## src/rtl/mem_arb_pkg.sv

```systemverilog
// Shared types and constants for the CPU/DMA memory arbiter.
package mem_arb_pkg;

    // Arbiter FSM: grants are only issued from IDLE; a granted read parks
    // the FSM in the matching response state for one cycle.
    typedef enum logic [1:0] {
        IDLE     = 2'd0,
        RESP_CPU = 2'd1,
        RESP_DMA = 2'd2
    } arb_state_t;

    // Requester IDs, used as bit positions in the one-hot grant vector.
    localparam int REQ_CPU = 0;
    localparam int REQ_DMA = 1;

    // Width of the starvation counter.
    localparam int STARVE_W = 4;

    // Map an out-of-range starvation limit onto the largest legal value.
    function automatic logic [STARVE_W-1:0] clamp_limit(input int lim);
        if (lim < 1 || lim > 15) begin
            return 4'd15;
        end
        return lim[STARVE_W-1:0];
    endfunction

endpackage

```

## src/rtl/arb_starve_ctr.sv

```systemverilog
// Saturating count of consecutive CPU grants taken while DMA was waiting.
module arb_starve_ctr
    import mem_arb_pkg::*;
#(
    parameter logic [STARVE_W-1:0] LIMIT = 4'd4
) (
    input  logic clk,
    input  logic reset,
    input  logic inc_i,
    input  logic clr_i,
    output logic at_limit_o
);

    logic [STARVE_W-1:0] cnt_q;
    logic [STARVE_W-1:0] cnt_d;

    // Clear wins over increment; the count never passes LIMIT.
    always_comb begin
        cnt_d = cnt_q;
        if (clr_i) begin
            cnt_d = '0;
        end else if (inc_i && (cnt_q < LIMIT)) begin
            cnt_d = cnt_q + 4'd1;
        end
    end

    // Counter register.
    always_ff @(posedge clk) begin
        if (reset) begin
            cnt_q <= '0;
        end else begin
            cnt_q <= cnt_d;
        end
    end

    assign at_limit_o = (cnt_q == LIMIT);

endmodule

```

## src/rtl/mem_arbiter.sv

```systemverilog
// Two-port (CPU, DMA) arbiter in front of a single synchronous-read memory.
// CPU has priority unless DMA has been passed over LIMIT times in a row.
module mem_arbiter
    import mem_arb_pkg::*;
#(
    parameter int ADDR_W       = 32,
    parameter int DATA_W       = 32,
    parameter int STARVE_LIMIT = 4
) (
    input  logic              clk,
    input  logic              reset,
    input  logic              cpu_req,
    input  logic              cpu_we,
    input  logic [ADDR_W-1:0] cpu_addr,
    input  logic [DATA_W-1:0] cpu_wdata,
    output logic              cpu_gnt,
    output logic              cpu_rvalid,
    input  logic              dma_req,
    input  logic              dma_we,
    input  logic [ADDR_W-1:0] dma_addr,
    input  logic [DATA_W-1:0] dma_wdata,
    output logic              dma_gnt,
    output logic              dma_rvalid,
    output logic [DATA_W-1:0] rdata,
    output logic              mem_en,
    output logic              mem_we,
    output logic [ADDR_W-1:0] mem_addr,
    output logic [DATA_W-1:0] mem_wdata,
    input  logic [DATA_W-1:0] mem_rdata
);

    localparam logic [STARVE_W-1:0] LIMIT_EFF = clamp_limit(STARVE_LIMIT);

    arb_state_t state_q;
    arb_state_t state_d;
    logic [1:0] win;
    logic       at_limit;
    logic       starve_inc;
    logic       starve_clr;

    // Pick at most one winner, only in IDLE and never while reset is held.
    always_comb begin
        win = '0;
        if (!reset && state_q == IDLE) begin
            if (dma_req && at_limit) begin
                win[REQ_DMA] = 1'b1;
            end else if (cpu_req) begin
                win[REQ_CPU] = 1'b1;
            end else if (dma_req) begin
                win[REQ_DMA] = 1'b1;
            end
        end
    end

    // Steer the winner onto the memory bus; the bus idles at zero otherwise.
    always_comb begin
        mem_en    = 1'b0;
        mem_we    = 1'b0;
        mem_addr  = '0;
        mem_wdata = '0;
        if (win[REQ_CPU]) begin
            mem_en    = 1'b1;
            mem_we    = cpu_we;
            mem_addr  = cpu_addr;
            mem_wdata = cpu_wdata;
        end else if (win[REQ_DMA]) begin
            mem_en    = 1'b1;
            mem_we    = dma_we;
            mem_addr  = dma_addr;
            mem_wdata = dma_wdata;
        end
    end

    assign cpu_gnt = win[REQ_CPU];
    assign dma_gnt = win[REQ_DMA];

    // A reset landing on a response cycle drops that response.
    assign cpu_rvalid = !reset && (state_q == RESP_CPU);
    assign dma_rvalid = !reset && (state_q == RESP_DMA);
    assign rdata      = (cpu_rvalid || dma_rvalid) ? mem_rdata : '0;

    // Only a granted read leaves IDLE; response states last one cycle.
    always_comb begin
        state_d = IDLE;
        if (state_q == IDLE) begin
            if (win[REQ_CPU] && !cpu_we) begin
                state_d = RESP_CPU;
            end else if (win[REQ_DMA] && !dma_we) begin
                state_d = RESP_DMA;
            end
        end
    end

    // FSM state register.
    always_ff @(posedge clk) begin
        if (reset) begin
            state_q <= IDLE;
        end else begin
            state_q <= state_d;
        end
    end

    // Count CPU wins over a waiting DMA; forget once DMA is served or gone.
    assign starve_inc = win[REQ_CPU] && dma_req;
    assign starve_clr = win[REQ_DMA] || (state_q == IDLE && !dma_req);

    arb_starve_ctr #(
        .LIMIT(LIMIT_EFF)
    ) u_starve (
        .clk       (clk),
        .reset     (reset),
        .inc_i     (starve_inc),
        .clr_i     (starve_clr),
        .at_limit_o(at_limit)
    );

endmodule

```

## config.mk

```make
export PLATFORM = sky130hd
export DESIGN_NAME = mem_arbiter
export DESIGN_NICKNAME = d
export VERILOG_FILES = /design/src/rtl/mem_arb_pkg.sv /design/src/rtl/arb_starve_ctr.sv /design/src/rtl/mem_arbiter.sv
export SDC_FILE = /design/constraint.sdc
export NUM_CORES = 1
export LEC_CHECK = 0
export ABC_AREA = 0
export CORE_AREA = 2 2 105 107
export DETAILED_ROUTE_END_ITERATION = 6
export DIE_AREA = 0 0 107 109
export RECOVER_POWER = 25
export SYNTH_ARGS = -nofsm -noshare
export SYNTH_HDL_FRONTEND = slang
export SYNTH_SLANG_ARGS = --single-unit
```

## constraint.sdc

```tcl
create_clock -name clk -period 2.09 [get_ports clk]
set_input_delay 0.5225 -clock clk [delete_from_list [all_inputs] [get_ports clk]]
set_output_delay 0.5225 -clock clk [all_outputs]
set_load 0.1 [all_outputs]
```

== Word level (Yosys, flattened, before mapping) ==
Cells that the tools add are included.
W data, S select, Z words.
Operators by class
  $add $sub $neg: 1
  $lt $le $gt $ge: 1
  equal/unequal tests: 3
  muxes and demuxes: 17
  bitwise operators: 1
  reduce and logical (&&, ||, !) cells: 19
Operators by type and width (number)
  $mux W32: 5
  $mux W1: 10
  $logic_and A1 B1 Y1: 9
  $add A4 B1 Y4 const B: 1
  $eq A4 B3 Y1 const B: 1
  $logic_not A1 Y1: 4
  $lt A4 B3 Y1 const B: 1
  $mux W2: 2
  $reduce_or A2 Y1: 2
  $reduce_or A3 Y1: 1
  $eq A2 B1 Y1 const B: 1
  $eq A2 B2 Y1 const B: 1
  $logic_not A2 Y1: 1
  $logic_or A1 B1 Y1: 2
  $not A1 Y1: 1
Storage, ports and cells
  flip-flop bits (word level): 6
  input bits: 166
  output and inout bits: 102
  logic and storage cells: 45

== Logic depth before layout (Yosys ltp) ==
  word-level depth: 7
  depth in mapped cells: 8
  depth with buffers taken out: 5

== Hierarchy ==
Synthesis repeated with hierarchy kept, for this count alone.
Second synthesis, totals
  cell total of the unflattened synthesis: 153
  area total of the unflattened synthesis: 1234.9 µm²
By module, submodules not included
  mem_arbiter: instances 1, cells each 133, area each 1026.0 µm²
  arb_starve_ctr: instances 1, cells each 20, area each 209.0 µm²

== Worst setup path before layout ==
No wires, ideal clock.
  kind: input -> output
  start point: in reset
  end point: out rdata[10]
  arrival: 4.972 ns
  setup slack: -3.404 ns
  stages on the path: 5
  path buffers: 2
  path through: buf_2 nor3b_1 nor2_1 clkbuf_1 nor2b_1
On the way
  cells in the longest elaborated chain, start to end: 4
  elaborated cells between the ends (all ways): 5
RTL lines
  start, declared: RTL line mem_arbiter.sv:11  | input logic reset,
  $logic_not A1 Y1: RTL line mem_arbiter.sv:79  | assign dma_rvalid = !reset && (state_q == RESP_DMA);
  $logic_and A1 B1 Y1: RTL line mem_arbiter.sv:79
  via dma_rvalid: RTL line mem_arbiter.sv:23  | output logic dma_rvalid,
  $logic_or A1 B1 Y1: RTL line mem_arbiter.sv:80  | assign rdata = (cpu_rvalid || dma_rvalid) ? mem_rdata : '0;
  $mux W32: RTL line mem_arbiter.sv:80
  end, declared: RTL line mem_arbiter.sv:24  | output logic [DATA_W-1:0] rdata,
The timed path passes the listed nets, and every way through them passes these cells.

== Worst setup path after layout ==
  start point: in cpu_req
  end point: out mem_wdata[20]
On the way
  cells in the longest elaborated chain, start to end: 5
  elaborated cells between the ends (all ways): 7
RTL lines
  start, declared: RTL line mem_arbiter.sv:12  | input logic cpu_req,
  $mux W1: RTL line mem_arbiter.sv:47  | end else if (cpu_req) begin
  $mux W1: RTL line mem_arbiter.sv:45  | if (dma_req && at_limit) begin
  $mux W2 *: RTL line mem_arbiter.sv:44  | if (!reset && state_q == IDLE) begin
  $mux W32: RTL line mem_arbiter.sv:66  | end else if (win[REQ_DMA]) begin
  $mux W32 *: RTL line mem_arbiter.sv:61  | if (win[REQ_CPU]) begin
  end, declared: RTL line mem_arbiter.sv:28  | output logic [DATA_W-1:0] mem_wdata,
Mark *: on every way between the ends. The rest lies on a longest branch, timed or not.

==> results <==
## tightest hold or removal path, stage by stage, from the launching register on
cell     delay (ns)
dfxtp_1        0.31
buf_4          0.14
inv_1          0.06
nor3_1         0.05
## worst max-delay path by stage
stage / from / slack (ns) / end
after global placement: dma_req / -0.74 / mem_addr[28]
after global routing: u_starve.cnt_q[0] / -0.64 / mem_wdata[20]
final: cpu_req / -0.52 / mem_wdata[20]
after floorplan: reset / -0.95 / rdata[10]
after detailed placement: dma_req / -0.76 / mem_addr[28]
after CTS: u_starve.cnt_q[0] / -0.59 / mem_wdata[20]
## sequential cells by signal, summed over array words and instances (netlist names)
name,flops
state_q,2
u_starve.cnt_q,4
## cell type report
class	count	area share (%)
tap	140	2.58
multi-input combinational	123	27.4
clock buffer	3	0.608
timing repair buffer	332	67.4
sequential	6	1.92
inverter	3	0.166
## logic make-up after synthesis
| family | after synthesis | synth area share (%) |
|---|---|---|
| adders and majority gates | 2 | 2.03 |
| DFF | 6 | 9.76 |
| buffers and inverters | 22 | 9.55 |
| AOI/OAI and AO/OA | 72 | 51.9 |
| and+or+nand+nor | 49 | 26.7 |
## placed cells by master, fill, tap and decap left out, types with 2 or more instances in the layout
cell type / n
dfxtp_4: 2
inv_2: 2
dfxtp_1: 2
nand3_1: 2
a22o_4: 65
buf_16: 8
buf_6: 10
buf_4: 29
nor3b_4: 2
o21ai_0: 2
nor2b_4: 32
buf_12: 116
buf_8: 4
nor2b_1: 2
nor3_1: 2
clkdlybuf4s50_1: 162
dfxtp_2: 2
a211oi_1: 2
clkbuf_8: 3
## report_power, final
group | total [W] | switching, W | internal [W]
clock network | 0.000176 | 0.0000522 | 0.000124
logic | 0.00200 | 0.00105 | 0.000948
registers | 0.000118 | 0.00000273 | 0.000115
## metrics by stage
stage                     instance area (sq um)  TNS [ns]
after floorplan                            2260    -46.68
after global placement                     6200    -64.55
after detailed placement                   6200    -67.49
after CTS                                  6710    -37.17
after global routing                       6790    -43.14
final                                      6790    -33.61
## layer usage
layer | global-route usage (%) | vias up | part of all wire (%)
met5 | 0 | - | 0
met4 | 2.88 | 0 | 1.0
met3 | 6.81 | 8 | 12
met2 | 34.6 | 159 | 57
met1 | 15.6 | 1237 | 30
li1 | - | 1229 | -
## timing repair
action | CTS | global route
endpoints found under the setup margin | 102 | 100
pin swaps | 14 | 4
buffers inserted | 16 | 6
hold endpoints to repair | 0 | 0
gates cloned | 8 | 0
resized for setup | 45 | 7
==> flow_metrics.env <==
export IMPL_status="finished with violations"
export IMPL_violations="setup timing"
export IMPL_multi_input_area_sq_um=1860
export IMPL_ys_seq_area_share_pct=9.76
export IMPL_cts_max_level=1
export IMPL_finClkSkew_ns=0.00421
export IMPL_finalPower_w=0.00229
export IMPL_dp_cells=575
export IMPL_cpMostUsedCell="buf_12"
export IMPL_critical_path_arrival_ns=2.09
export IMPL_syn_cell_area_sq_um=1230
export IMPL_finalHoldViolations=0
export IMPL_grt_max_degree=25
export IMPL_critPathLaunchType="input port"
export IMPL_holdBufCountCts=0
export IMPL_core_sq_um=10600
export IMPL_vias=2633
export IMPL_path_delay_family="buffers and inverters"
export IMPL_synth_flop_cell="dfxtp_1"
export IMPL_synth_edff_count=0
export IMPL_synth_cell_type_count=25
export IMPL_avgViaCountPerCell=4.34
export IMPL_setup_violations=100
export IMPL_fp_dieArea_sq_um=11700
export IMPL_r2r_setup_slack_ns=0.41
export IMPL_postRouteWirelength_microns=10400
export IMPL_clk_pin_slew_worst_paths_ns=0.04
export IMPL_hold_path_class="reg2reg"
export IMPL_antenna_found_initial=0
export IMPL_area_growth_pct=451
export IMPL_place_congestion=0.786
export IMPL_initial_core_util_pct=11.6
export IMPL_end_kind="output port"
export IMPL_synthesis_instances=151
export IMPL_clock_path_buffers=2
export IMPL_fin_cells=607
export IMPL_numCtsBuffers=3
export IMPL_ff_latch_area_sq_um=130
export IMPL_row_count=38
export IMPL_avgSynthCellArea_sq_um=8.15
export IMPL_drt_iter0_markers=51
export IMPL_ys_warn_count=0
export IMPL_reg2reg_depth=8
export IMPL_crit_slowest_cell="a2111oi_4"
export IMPL_grt_pass1_vias=2970
export IMPL_synth_area_leaders="a22o_1 46%, nor2b_1 17%, dfxtp_1 9.8%"
export IMPL_peakVddDrop_uv=227
export IMPL_slew_violations=0
export IMPL_hold_path_endpoint="u_starve.cnt_q[3]"
export IMPL_r2r_end="state_q[1]"
export IMPL_postLayoutCoreUtil_pct=64.0
export IMPL_io_buffers=267
export IMPL_fp_dieW_microns=107
export IMPL_synthArstFlopShare_pct=0
export IMPL_cp_max_fo=7
export IMPL_synth_seq_cells=6
export IMPL_period_needed_ns=2.61
export IMPL_whs_ns=0.606
export IMPL_dr_pass1_iters=3
export IMPL_synth_top_area_share_pct=46.2
export IMPL_power_leakage_nw=2.89
export IMPL_nFillCells=796
export IMPL_fin_ws_ns=-0.525
export IMPL_hold_depth=3
export IMPL_drive_gt1_share_pct=61.0
export IMPL_grt_util_all_layers_pct=16.8
export IMPL_grt_remaining_overflow=0
export IMPL_dp_hpwl_microns=8620
export IMPL_min_period_over_period_pct=125
export IMPL_maxSlewHeadroom_pct=81.8
export IMPL_min_from="u_starve.cnt_q[3]"
export IMPL_synth_most_common_cell="a22o_1"
export IMPL_critPathKind="in2out"
export IMPL_die_y_microns=109
export IMPL_synth_top_cells_by_count="65 x a22o_1, 34 x nor2b_1, 9 x buf_2"
export IMPL_path_cells="clkdlybuf4s15_1 -> nand2b_4 -> a2111oi_4 -> buf_4 -> buf_12 -> buf_12 -> buf_16 -> a22o_4 -> buf_12"
export IMPL_timing_fmax_mhz=382
export IMPL_routedWlPerCell_microns=17.2
export IMPL_n_antenna_cell=0
export IMPL_critPathRequiredTime_ns=1.57
export IMPL_rsz0062_at_grt="true"
export IMPL_fin_nets=637
export IMPL_crit_buf_inv=6
export IMPL_cts_root_buf="clkbuf_8"
export IMPL_clk_latency_ns=0.23
export IMPL_dp_slack_ns=-0.762
export IMPL_yosysTopAreaCell="a22o_1"
export IMPL_ios=268
export IMPL_tightest_slew_ns=0.273
export IMPL_tritoncts="built"
export IMPL_cp_depth=9
export IMPL_clock_sinks=6
export IMPL_syn_num_nets=319
export IMPL_grt_pass1_wl_microns=15400
export IMPL_ant_nets=0
export IMPL_maxCapViolations=0
export IMPL_p_per_area_nw_per_um2=338
export IMPL_drc=0
export IMPL_timing_rr_start="u_starve.cnt_q[0]"
export IMPL_cpPeakStageDelay_ns=0.36
Note: power is estimated with default switching activity, not from simulation.
